`src/rtl/scan_pkg.sv`:
```
// Shared definitions for the scan multiplexer: width derivations and mode encoding.
package scan_pkg;

    // Operating mode as seen on the auto input.
    typedef enum logic {
        MODE_MANUAL = 1'b0,
        MODE_AUTO   = 1'b1
    } mode_e;

    // Ceiling log2 with a floor of one bit, so single-value counters still get a bit.
    function automatic int unsigned clog2_min1(input int unsigned n);
        int unsigned w;
        w = 1;
        while ((w < 32) && ((32'd1 << w) < n)) begin
            w = w + 1;
        end
        return w;
    endfunction

    // Width of the dwell counter, which must represent 0..DWELL-1.
    function automatic int unsigned dcnt_width(input int unsigned dwell);
        return clog2_min1(dwell + 1);
    endfunction

endpackage

```
`src/rtl/scan_ctr.sv`:
```
// Scan pointer and dwell counter for auto mode.
// Ports:
//   clk, rst  - clock, synchronous active-high reset
//   en        - advance the counters this cycle (enabled auto-mode cycle)
//   restart   - treat the pointer and dwell count as zero before advancing
//   ptr       - registered scan pointer (0..CH-1)
//   wrap      - registered one-cycle pulse when ptr wraps from CH-1 to 0
module scan_ctr
    import scan_pkg::*;
#(
    parameter  int unsigned CH    = 8,
    parameter  int unsigned DWELL = 1,
    localparam int unsigned SW    = clog2_min1(CH),
    localparam int unsigned DCW   = dcnt_width(DWELL)
) (
    input  logic          clk,
    input  logic          rst,
    input  logic          en,
    input  logic          restart,
    output logic [SW-1:0] ptr,
    output logic          wrap
);

    logic [SW-1:0]  ptr_q,  ptr_d;
    logic [DCW-1:0] dcnt_q, dcnt_d;
    logic           wrap_q, wrap_d;
    logic [SW-1:0]  ptr_cur;
    logic [DCW-1:0] dcnt_cur;

    // Next-state: a restart zeroes the counters before this cycle's step.
    always_comb begin
        ptr_d    = ptr_q;
        dcnt_d   = dcnt_q;
        wrap_d   = 1'b0;
        ptr_cur  = restart ? '0 : ptr_q;
        dcnt_cur = restart ? '0 : dcnt_q;
        if (en) begin
            if (dcnt_cur == DCW'(DWELL - 1)) begin
                dcnt_d = '0;
                if (ptr_cur == SW'(CH - 1)) begin
                    ptr_d  = '0;
                    wrap_d = 1'b1;
                end else begin
                    ptr_d = ptr_cur + SW'(1);
                end
            end else begin
                dcnt_d = dcnt_cur + DCW'(1);
                ptr_d  = ptr_cur;
            end
        end
    end

    always_ff @(posedge clk) begin
        if (rst) begin
            ptr_q  <= '0;
            dcnt_q <= '0;
            wrap_q <= 1'b0;
        end else begin
            ptr_q  <= ptr_d;
            dcnt_q <= dcnt_d;
            wrap_q <= wrap_d;
        end
    end

    assign ptr  = ptr_q;
    assign wrap = wrap_q;

endmodule

```
`src/rtl/scan_mux.sv`:
```
// Registered N:1 channel multiplexer with manual select and auto-scan modes.
// Ports:
//   clk, rst - clock, synchronous active-high reset
//   i        - CH packed channels of DW bits, channel k at i[k*DW +: DW]
//   s        - manual channel select (ignored in auto mode)
//   auto     - 1 = auto-scan, 0 = manual
//   en       - sampling enable; 0 freezes data, index and scan position
//   y        - registered selected data
//   y_ch     - channel index y came from
//   y_vld    - y / y_ch updated by a valid selection this cycle
//   wrap     - one-cycle pulse with the last output of channel CH-1 in a scan
module scan_mux
    import scan_pkg::*;
#(
    parameter  int unsigned CH    = 8,
    parameter  int unsigned DW    = 4,
    parameter  int unsigned DWELL = 1,
    localparam int unsigned SW    = clog2_min1(CH)
) (
    input  logic             clk,
    input  logic             rst,
    input  logic [CH*DW-1:0] i,
    input  logic [SW-1:0]    s,
    input  logic             auto,
    input  logic             en,
    output logic [DW-1:0]    y,
    output logic [SW-1:0]    y_ch,
    output logic             y_vld,
    output logic             wrap
);

    logic [DW-1:0] y_q,     y_d;
    logic [SW-1:0] y_ch_q,  y_ch_d;
    logic          y_vld_q, y_vld_d;
    logic          auto_q_q, auto_q_d;

    logic          is_auto;
    logic          entry;
    logic [SW-1:0] ptr;
    logic [SW-1:0] idx;
    logic          idx_ok;
    logic [DW-1:0] pick;

    assign is_auto = (mode_e'(auto) == MODE_AUTO);

    // Mode entry is an enabled cycle with auto high after a non-auto enabled cycle.
    assign entry = en && is_auto && !auto_q_q;

    scan_ctr #(
        .CH    (CH),
        .DWELL (DWELL)
    ) u_ctr (
        .clk     (clk),
        .rst     (rst),
        .en      (en && is_auto),
        .restart (entry),
        .ptr     (ptr),
        .wrap    (wrap)
    );

    // Channel index for this cycle; on entry the scan starts from channel 0.
    always_comb begin
        idx    = s;
        idx_ok = (32'(s) < CH);
        if (is_auto) begin
            idx    = entry ? '0 : ptr;
            idx_ok = 1'b1;
        end
    end

    // Channel slice; indices at or above CH fall through to zero.
    always_comb begin
        pick = '0;
        for (int unsigned k = 0; k < CH; k++) begin
            if (idx == SW'(k)) begin
                pick = i[k*DW +: DW];
            end
        end
    end

    // Output register next-state; invalid selects hold data and flag not-valid.
    always_comb begin
        y_d      = y_q;
        y_ch_d   = y_ch_q;
        y_vld_d  = 1'b0;
        auto_q_d = auto_q_q;
        if (en) begin
            auto_q_d = auto;
            if (idx_ok) begin
                y_d     = pick;
                y_ch_d  = idx;
                y_vld_d = 1'b1;
            end
        end
    end

    always_ff @(posedge clk) begin
        if (rst) begin
            y_q      <= '0;
            y_ch_q   <= '0;
            y_vld_q  <= 1'b0;
            auto_q_q <= 1'b0;
        end else begin
            y_q      <= y_d;
            y_ch_q   <= y_ch_d;
            y_vld_q  <= y_vld_d;
            auto_q_q <= auto_q_d;
        end
    end

    assign y     = y_q;
    assign y_ch  = y_ch_q;
    assign y_vld = y_vld_q;

endmodule

```
`config.mk`:
```
export PLATFORM = sky130hd
export DESIGN_NAME = scan_mux
export DESIGN_NICKNAME = d
export VERILOG_FILES = /design/src/rtl/scan_pkg.sv /design/src/rtl/scan_ctr.sv /design/src/rtl/scan_mux.sv
export SDC_FILE = /design/constraint.sdc
export NUM_CORES = 1
export LEC_CHECK = 0
export ABC_AREA = 1
export CAP_MARGIN = 0
export CORE_ASPECT_RATIO = 1.75
export CORE_MARGIN = 5
export CORE_UTILIZATION = 36
export DETAILED_ROUTE_END_ITERATION = 12
export PLACE_DENSITY = 0.76
export SLEW_MARGIN = 20
export SYNTH_ARGS = -nofsm -noshare
export SYNTH_HDL_FRONTEND = slang
export SYNTH_SLANG_ARGS = --single-unit
```
`constraint.sdc`:
```
create_clock -name clk -period 1.5 [get_ports clk]
set_input_delay 0.3 -clock clk [delete_from_list [all_inputs] [get_ports clk]]
set_output_delay 0.3 -clock clk [all_outputs]
set_load 0.01 [all_outputs]
```
After elaboration in Yosys (flattened, before gate mapping) --
Cells that the tools add are included.
Storage, ports and cells: word-level logic and storage cells 39, register bits after elaboration 14, input port bits 39
Cells by class: equality and inequality tests 8, bitwise gates (word level) 1, multiplexer cells 16, add/subtract/negate cells 2, reductions and logical operators 5
Operators with widths (count):
- two-way mux 4 bit | 8
- equality test 3 bit (second input constant) | 5
- two-way mux 3 bit | 4
- equality test 3 x 2 -> 1 bit (second input constant) | 2
- two-way mux 1 bit | 4
- adder 3 x 1 -> 3 bit (second input constant) | 1
- equality test 3 x 1 -> 1 bit (second input constant) | 1
- logical NOT 3 bit | 1
- OR reduction 3 bit | 1
- logical AND 1 bit | 2
- adder 1 bit (second input constant) | 1
- logical NOT 1 bit | 1
- NOT 1 bit | 1

Longest topological paths before layout --
depth after elaboration 13, gate-level depth with buffers 13, depth with buffers taken out 13

By module --
Synthesis repeated with hierarchy kept, for this count alone.
Second synthesis, totals: cell total of the unflattened synthesis 146, area, all modules 919.6 um^2
By module, submodules not included:
- scan_mux | cells each 120, area each 735.7 um^2, times used 1
- scan_ctr | cells each 26, area each 183.9 um^2, times used 1

Worst setup path after synthesis --
Ideal clock, no wire load.
path type input -> register, start point in auto, end point reg u_ctr.ptr_q[2] (netlist: u_ctr.ptr[2]), slack 77 ps, setup time 116 ps, cell stages on the path 8, arrival 1307 ps, data required time 1384 ps, cell sequence buf_6 nand2_1 inv_1 a21oi_1 ha_1 ha_1 o21ai_0 nor2_1
On the way: cells in the longest elaborated chain, start to end 6, elaborated cells between the ends (all ways) 8
RTL lines:
- start: declaration | line scan_mux.sv:24 | input logic auto,
- logical AND 1 bit * | line scan_mux.sv:47, scan_mux.sv:55
- logical AND 1 bit | line scan_mux.sv:47 | assign entry = en && is_auto && !auto_q_q;
- two-way mux 3 bit | line scan_ctr.sv:35 | ptr_cur = restart ? '0 : ptr_q;
- adder 3 x 1 -> 3 bit / equality test 3 bit (equally long branches) | line scan_ctr.sv:44, scan_ctr.sv:40
- two-way mux 3 bit | line scan_ctr.sv:40 | if (ptr_cur == SW'(CH - 1)) begin
- two-way mux 3 bit | line scan_ctr.sv:38 | if (dcnt_cur == DCW'(DWELL - 1)) begin
- end signal: assignment | line scan_ctr.sv:59 | ptr_q <= ptr_d;
- end: declaration | line scan_ctr.sv:24 | logic [SW-1:0] ptr_q, ptr_d;
Mark *: on every way between the ends. The rest lies on a longest branch, timed or not. A chain may end at the register's enable or synchronous reset.

Worst setup path after layout --
start point in s[1], end point reg y_q[1] (netlist: y[1])
On the way: cells in the longest elaborated chain, start to end 10, elaborated cells between the ends (all ways) 17
RTL lines:
- start: declaration | line scan_mux.sv:23 | input logic [SW-1:0] s,
- two-way mux 3 bit * | line scan_mux.sv:65 | if (is_auto) begin
- logical NOT 3 bit | line scan_mux.sv:75 | if (idx == SW'(k)) begin
- two-way mux 4 bit (7 in series) | line scan_mux.sv:75
- two-way mux 4 bit * | line scan_mux.sv:75
- end signal: assignment | line scan_mux.sv:104 | y_q <= y_d;
- end: declaration | line scan_mux.sv:32 | logic [DW-1:0] y_q, y_d;
Marked as above.

==> results.txt <==
status: finished, violations left
failing checks: negative setup slack
largest net degree at the start of global routing: 11
Mapped Cells: 140
FF/Latch Area: 262 um2
initial antenna violation count: 0
Initial Utilization: 0.368
DR WL/cell: 14.7 um
unrepaired setup endpoints after global routing: yes
vias after detailed routing: 1,185
clock buffer depth: 2
most frequent cells after synthesis: nand2_1, inv_1, dfxtp_1
placed inst area: 1520 um2
combinational family with the most area after synthesis: simple AND/OR/NAND/NOR gates
root buffer cell: clkbuf_8
pwr dens: 664 nW/um2
Final ANT Viol Nets: 0
Hold Path Class: reg -> reg
maxcap violations: 0
Post-Synth Simple-Gate Area: 0.473
worst path required time: 1.67 ns
crit share post-route: 1.03
Avg Inst Size Synth: 6.90 um2
FMAX: 0.646 GHz
nets: 244
Fin. Hold Viols: 0
worst hold stages: 2
Synth-to-Final Area Change: 76.8%
GR Overflow Total: 0
Setup WS post-layout: -0.0483 ns
number of diodes: 0
Core ar.: 2630 um2
most common cell in the netlist: nand2_1
Worst Tran Pin Value: 0.223 ns
Yosys reg bits: 13
Synth Area in Compound Gates: 0.126
ys async rst share: 0
# clock sinks: 13
Final Wtd Congestion: 0.835
DP HPWL: 2740 um
dominant cell type by area after synthesis: dfxtp_1
Num CTS Buffers: 3
H-Tree Depth: 1
overall power: 0.00113 W
final wirelength: 3360 um
multi-input logic area: 696 um2
DRC viols: 0
Worst-Skew Late Latency: 0.24 ns
worst r2r path cells: 12
GR Util met2: 0.348
area share of the largest cell type after synthesis: 0.269
Critical Path Start Type: input port
Setup CP Type: in -> reg
Initial DRT Pass Iterations: 4
net count after synthesis: 181
worst-path fanout max: 4
YS warnings: 0
CTS tree: done
port bufs: 47
Cell Rows: 25
dpl ws: -0.647 ns
adder-cell share of the synthesized area: 0.0259
maximum vdd ir drop: 0.000596 V
Hold Buf Count CTS: 0
grt met3 use: 0.0266
share of post-route cells with drive strength above 1: 0.267
met1 Use GR: 0.164
Top FF cell, synth: dfxtp_1
IO Count: 48
Leak Pwr: 0.750 nW
busiest grt layer: met2
Setup Skew: 0.00178 ns
min cycle time layout: 1.55 ns
Post-Syn Area: 966 um2
crit end category: flip-flop
number of fill cells: 229
mux cell area share after synthesis: 0
DR vias/cell: 5.17
crit path DAT: 1.72 ns
Die Height: 78.5 um
Post-synth EDFFs: 0
DIE AREA: 3860 um2
Final Max Slew Viols: 0
Netlist cell types: 30
# setup viols final: 3
Slew Limit Headroom: 0.851
Iter 0 DRT Violations: 11
Die W: 49.2 um
vias in the first global route: 1,234
Reg clk slew, reported paths: 0.05 ns
post-synthesis xor/xnor area fraction: 0
Seq/Total Area, Yosys: 0.269
first-pass GRT wire length: 5510 um
Tot GR Track Use: 0.177
Final Cell Area: 1710 um2
Synth area leaders: dfxtp_1, nand2_1, a21oi_1
stage by stage:
stage | std cells | utilization | hold WS (ns) | setup TNS (ns)
final | 229 | 0.650 | 0.465 | -0.0855
after global routing | 229 | 0.650 | 0.486 | -0.618
after CTS | 229 | 0.638 | 0.469 | -0.121
after detailed placement | 222 | 0.578 | 0.457 | -4.34
after global placement | 222 | 0.578 | 0.453 | -3.55
after floorplan | 140 | - | 0.369 | 0
logic make-up after synthesis:
kind of cell    count (synthesis)
simple gates                   84
flops                          13
buf+inv                        20
fa+ha+maj                       2
compound gates                 21
cell type report:
class / count / share of cell area
flip-flops and latches: 13 / 0.153
well taps: 27 / 0.0198
repair buffers: 61 / 0.349
clock buffers: 4 / 0.0264
inverters: 17 / 0.0447
multi-input cells: 107 / 0.407
routing by layer:
layer | share of wire | wire, um
met1 | 0.33 | 1100
met2 | 0.60 | 2020
met3 | 0.035 | 117
met4 | 0.037 | 123
met5 | 0 | 0
worst max-delay path, stage by stage:
cell,delay [ns]
clkdlybuf4s50_1,0.45
nand2_1,0.08
nand2_4,0.12
buf_12,0.13
nand2_4,0.07
nor2_4,0.10
nand2_1,0.06
nand3_1,0.08
nor2_1,0.04
nand4_1,0.08
nand2_1,0.08
a21oi_2,0.12
placed cells by master (no fill, tap or decap), types with 4 or more instances in the layout:
master / netlist / final
inv_1: 14 / 12
dfxtp_1: 13 / 12
buf_4: 1 / 11
nand4_1: 8 / 8
nor2_1: 8 / 7
clkdlybuf4s50_1: 0 / 43
nand2_4: 3 / 6
nand3_1: 7 / 5
a21oi_1: 11 / 9
nand2_2: 7 / 4
nand2_1: 36 / 35
flip-flops by register name (all words and copies together), names as in the netlist:
signal / count
auto_q_q: 1
y: 4
u_ctr.wrap: 1
y_ch: 3
y_vld: 1
u_ctr.ptr: 3
final timing paths:
| path | startpoint | endpoint | slack, ns |
|---|---|---|---|
| setup / recovery | s[1] | y[1]$_SDFFE_PP0P_ | -0.05 |
| hold / removal | auto_q_q$_SDFFE_PP0P_ | auto_q_q$_SDFFE_PP0P_ | 0.47 |
| setup reg to reg | auto_q_q$_SDFFE_PP0P_ | y[1]$_SDFFE_PP0P_ | -0.04 |
| hold reg to reg | auto_q_q$_SDFFE_PP0P_ | auto_q_q$_SDFFE_PP0P_ | 0.47 |
where the power goes:
group	leakage (nW)	switching (W)	internal (W)
combinational	0.620	0.000212	0.000232
sequential	0.108	0.0000165	0.000371
clock	0.0228	0.000116	0.000187
timing repair:
action / 4_1_cts / 5_1_grt
setup buffers: 3 / 0
resized for setup: 26 / 9
setup endpoints to repair: 9 / 5
hold endpoints to repair: 0 / 0
pin swaps: 13 / 9
(Power assumes the default switching activity.)
